## src/rtl/ls161_timer_pkg.sv

```systemverilog
// ls161_timer_pkg: shared states and constants for the LS161 interval-timer controller
package ls161_timer_pkg;
  typedef enum logic [1:0] {IDLE, LOAD, RUN, EXPIRE} state_t;
  localparam logic MODE_ONESHOT = 1'b0;
  localparam logic MODE_PERIODIC = 1'b1;
  localparam logic [3:0] TERM_CNT = 4'hF;
endpackage

```

## src/rtl/tick_prescaler.sv

```systemverilog
// tick_prescaler: emits one tick every P+1 enabled clocks
module tick_prescaler #(
  parameter int PRE_W = 8
) (
  input  logic             CLK,
  input  logic             CLR,
  input  logic             clear,
  input  logic             enable,
  input  logic [PRE_W-1:0] P,
  output logic             tick
);
  logic [PRE_W-1:0] cnt;
  assign tick = enable & (cnt == P);
  always_ff @(posedge CLK or posedge CLR)
    if (CLR) cnt <= '0;
    else if (clear) cnt <= '0;
    else if (enable) cnt <= tick ? '0 : cnt + 1'b1;
endmodule

```

## src/rtl/ls161_timer_ctrl.sv

```systemverilog
// ls161_timer_ctrl: command-driven interval timer sequencing an external LS161 counter
module ls161_timer_ctrl
  import ls161_timer_pkg::*;
#(
  parameter int PRE_W = 8
) (
  input  logic             CLK,
  input  logic             CLR,
  input  logic             CMD_VALID,
  output logic             CMD_READY,
  input  logic             CMD_MODE,
  input  logic [3:0]       CMD_COUNT,
  input  logic [PRE_W-1:0] CMD_PRESCALE,
  input  logic             ABORT,
  output logic             DONE,
  output logic             BUSY,
  input  logic [3:0]       CNT_Q,
  input  logic             CNT_RCO,
  output logic [3:0]       CNT_D,
  output logic             CNT_LOAD_n,
  output logic             CNT_ENP,
  output logic             CNT_ENT,
  output logic             CNT_CLR_n
);
  state_t state, state_nxt;
  logic mode_r;
  logic [3:0] n_r;
  logic [PRE_W-1:0] p_r;
  logic tick, accept, run;
  assign CMD_READY = (state == IDLE) & ~ABORT;
  assign accept = CMD_VALID & CMD_READY;
  assign CNT_CLR_n = ~CLR;
  always_ff @(posedge CLK or posedge CLR)
    if (CLR) begin
      state <= IDLE;
      mode_r <= MODE_ONESHOT;
      n_r <= 4'h0;
      p_r <= '0;
    end else begin
      state <= state_nxt;
      if (accept) begin
        mode_r <= CMD_MODE;
        n_r <= CMD_COUNT;
        p_r <= CMD_PRESCALE;
      end
    end
  tick_prescaler #(.PRE_W(PRE_W)) u_pre (
    .CLK(CLK),
    .CLR(CLR),
    .clear(state == LOAD),
    .enable(state == RUN),
    .P(p_r),
    .tick(tick)
  );
  // ENT only in RUN keeps RCO low on the first RUN cycle; ABORT wins over RCO
  always_comb begin
    state_nxt = state;
    case (state)
      IDLE: state_nxt = accept ? LOAD : IDLE;
      LOAD: state_nxt = ABORT ? IDLE : RUN;
      RUN: state_nxt = ABORT ? IDLE : (CNT_RCO ? EXPIRE : RUN);
      EXPIRE: state_nxt = (~ABORT & (mode_r == MODE_PERIODIC)) ? LOAD : IDLE;
      default: state_nxt = IDLE;
    endcase
    run = (state == RUN) & ~ABORT;
    DONE = state == EXPIRE;
    BUSY = state != IDLE;
    CNT_LOAD_n = state != LOAD;
    CNT_D = (state == LOAD) ? ~n_r : 4'h0;
    CNT_ENT = run;
    CNT_ENP = run & tick & (CNT_Q != TERM_CNT);
  end
endmodule

```

## config.mk

```make
export PLATFORM = sky130hd
export DESIGN_NAME = ls161_timer_ctrl
export DESIGN_NICKNAME = d
export VERILOG_FILES = /design/src/rtl/ls161_timer_pkg.sv /design/src/rtl/tick_prescaler.sv /design/src/rtl/ls161_timer_ctrl.sv
export SDC_FILE = /design/constraint.sdc
export NUM_CORES = 1
export LEC_CHECK = 0
export ABC_AREA = 1
export BUFFER_PORTS_ARGS = -buffer_cell sky130_fd_sc_hd__buf_2
export CORE_MARGIN = 2
export CORE_UTILIZATION = 49
export DETAILED_ROUTE_END_ITERATION = 8
export GPL_TIMING_DRIVEN = 1
export HOLD_SLACK_MARGIN = 0.15
export PLACE_DENSITY = 0.75
export SYNTH_ARGS = -nofsm -noshare
export SYNTH_HDL_FRONTEND = slang
export SYNTH_SLANG_ARGS = --single-unit
```

## constraint.sdc

```tcl
create_clock -name CLK -period 4.8 [get_ports CLK]
set_clock_uncertainty 0.2 [all_clocks]
set_input_delay 0.48 -clock CLK [delete_from_list [all_inputs] [get_ports CLK]]
set_output_delay 0.48 -clock CLK [all_outputs]
set_load 0.005 [all_outputs]
```

==> reports/results.tsv <==
stage	metric	value	unit
yosys	top post-synthesis cells by count	56 x nand2_1, 23 x dfrtp_1, 20 x inv_1, 8 x nor2_1	
worst_hold_path	worst min-delay path class	input port to async pin	
sta	Slew Limit Fails	0	
clock_network	clk_lat worst skew	0.31	ns
yosys	Yosys top cell by area	dfrtp_1	
clock_network	clk sinks	23	
setup_path	crit path launch type	flip-flop	
clock_network	CTS tree	done	
floorplanning	Die X	55.4	um
setup_path	CP Data Required Time	4.12	ns
drt	Avg WL per Cell	11.7	um
layout	area of the multi-input gates	608	um2
yosys	Mapped Cells	159	
yosys	Area contributors post-synth	dfrtp_1 44%, nand2_1 16%, ha_1 5.8%	
global_routing	largest net degree at the start of global routing	25	
drt	Antenna Nets Post-Route	0	
floorplanning	area of the core	0.00250	mm2
clock_network	total CTS buffers	3	
floorplanning	num rows	18	
sta	fmax	406	MHz
layout	layout cells sized above 1	0.277	
job	Max-Cap Viols	0	
yosys	count leader, synth	nand2_1	
global_routing	antenna violations before repair	0	
power_and_ir_drop	Gate power share	0.431	
layout	storage element area	576	um2
setup_path	Critical Path AT	1.78	ns
floorplanning	die height	55.4	um
clock_network	CTS max path bufs	2	
global_routing	vias in the first global route	1091	
power_and_ir_drop	switching pwr	311	uW
sta	Fin. Hold Viols	0	
clock_network	htree depth	1	
sta	worst rel slew slack	0.424	
drt	Vias	1087	
global_routing	Total GRT Usage	0.187	
layout	ant diodes	0	
yosys	Synth Net Count	187	
outcome	status	finished clean	
power_and_ir_drop	Leak Pwr	0.822	nW
yosys	Synth Register Bits	23	
floorplanning	initial core utilization	0.518	
placed_design	dpl hpwl	2040	um
clock_network	post-CTS setup buffers	0	
global_routing	global-route wire length before repair	4640	um
setup_path	crit-path max FO	4	
drt	Routed Wire Length	2620	um
clock_network	post-CTS sizing	0	
power_and_ir_drop	Sw Share	0.425	
setup_path	Critical Path Sink Type	primary output	
sta	setup_tns	0	ns
layout	Cell Count, Final, Fillers Out	225	
power_and_ir_drop	power per cell area	482	mW/mm2
power_and_ir_drop	cell internal pwr	421	uW
sta	minimum clock period	2.46	ns
placed_design	placed cells	219	
floorplanning	Ports	33	
setup_path	Worst R2R Setup Slack	2.73	ns
yosys	yosys warns	0	
clock_network	Worst-path clk slew	0.13	ns
layout	fill cell count	229	
yosys	EDFF count, synth	0	
yosys	Yosys top cell area share	0.444	
placed_design	I/O Buffers	32	
drt	Post-route DRC	0	
power_and_ir_drop	worst IR drop on VDD	0.000308	V
sta	Slew @ Worst Pin	0.863	ns
sta	final setup vio count	0	
drt	number of vias per cell	4.83	
yosys	share of async-settable or async-resettable flops after synthesis	1.00	
yosys	ys flop type	dfrtp_1	
global_routing	grt total ovfl	0	
drt	TritonRoute pass-1 iters	4	
clock_network	Root Buffer	clkbuf_4	
setup_path	CP Class	flip-flop to primary output	
sta	RSZ-0062 raised after global routing	no	
layout	Layout Area Growth over Synthesis	17.4	%
yosys	Cell variety after synth	25	
yosys	Synth Area per Inst	8.14	um2
placed_design	RePlAce Congestion	0.816	
sta	fin crit share	0.513	
yosys	Mapped Area	0.00129	mm2
layout	Final nets	224	
yosys	post-synthesis sequential area ratio	0.444	
power_and_ir_drop	Clk pwr share	0.123	
power_and_ir_drop	register share of total power	0.446	
drt	drt initial violations	11	
floorplanning	Die ar.	0.00307	mm2
-- metrics by stage --
step / hold WS (ns) / worst slack [ns] / utilization / power (mW) / instance area (um2)
floorplan: 0.249 / 2.93 / - / 0.565 / 1290
global placement: 0.263 / 2.62 / 0.590 / 0.634 / 1470
detailed placement: 0.268 / 2.60 / 0.590 / 0.650 / 1470
CTS: 0.152 / 2.32 / 0.600 / 0.739 / 1500
global route: 0.151 / 2.12 / 0.608 / 0.800 / 1520
finish: 0.127 / 2.34 / 0.608 / 0.733 / 1520
-- sequential cells by signal, indices dropped and copies added (netlist names) --
name / flops
mode_r: 1
n_r: 4
p_r: 8
u_pre.cnt: 8
state: 2
-- cell families after synthesis --
| group | count (synthesis) | share of synthesized area |
|---|---|---|
| simple gates | 81 | 0.277 |
| xor+xnor | 7 | 0.0473 |
| fa+ha+maj | 6 | 0.0580 |
| flops | 23 | 0.444 |
| compound gates | 16 | 0.0870 |
| buf+inv | 26 | 0.0860 |
-- power groups by stage --
stage	Clock (mW)	Sequential, mW	Combinational (mW)
3_5_place_dp	0	0.331	0.318
4_1_cts	0.0914	0.328	0.320
6_report	0.0903	0.327	0.315
2_1_floorplan	0	0.314	0.251
5_1_grt	0.0988	0.337	0.364
3_3_place_gp	0	0.324	0.310
-- placed cells by master (no fill, tap or decap), types with 4 or more instances in the layout --
master,synthesis,routed
nand2_1,56,56
buf_2,0,32
dfrtp_1,23,23
inv_1,20,20
nor2_1,8,8
xor2_1,6,6
o21ai_0,6,6
a21oi_2,6,6
ha_1,6,6
nand3_1,4,4
nor2_2,4,4
-- critical path: stages (launching register included) --
cell,delay [ns]
dfrtp_1,0.44
inv_1,0.12
ha_1,0.19
inv_1,0.06
a21oi_1,0.11
nand2_1,0.06
nor2_1,0.12
nand3_2,0.15
nor2_1,0.11
buf_2,0.12
-- layout make-up --
type / instances / share of cell area
inverter: 24 / 0.0609
multi-input combinational: 110 / 0.400
tap: 30 / 0.0247
timing repair buffer: 34 / 0.119
clock buffer: 4 / 0.0173
sequential: 23 / 0.379
-- metal layers --
| layer | share of wire | wire length, um | up-vias | track usage |
|---|---|---|---|---|
| met1 | 0.44 | 1160 | 501 | 0.234 |
| met3 | 0.025 | 66 | 6 | 0.0281 |
| met2 | 0.52 | 1350 | 18 | 0.328 |
| met5 | 0 | 0 | - | 0 |
| li1 | - | - | 562 | - |
| met4 | 0.017 | 44 | 0 | 0.0627 |
-- what timing repair did --
item                                    4_1_cts  5_1_grt
hold endpoints to repair                      0        2
hold buffers                                  0        2
endpoints found under the setup margin        0        0
-- worst paths after layout --
check                                   from           end  depth (start not counted)
worst min register to register        n_r[0]        n_r[0]                          2
worst min-delay path                     CLR        n_r[0]                          2
min in group CLK                CMD_COUNT[0]        n_r[0]                          3
worst max-delay path                state[0]       CNT_ENP                          9
worst max register to register      state[1]  u_pre.cnt[6]                          7
max in group asynchronous                CLR        p_r[0]                          2
(Power assumes the default switching activity.)
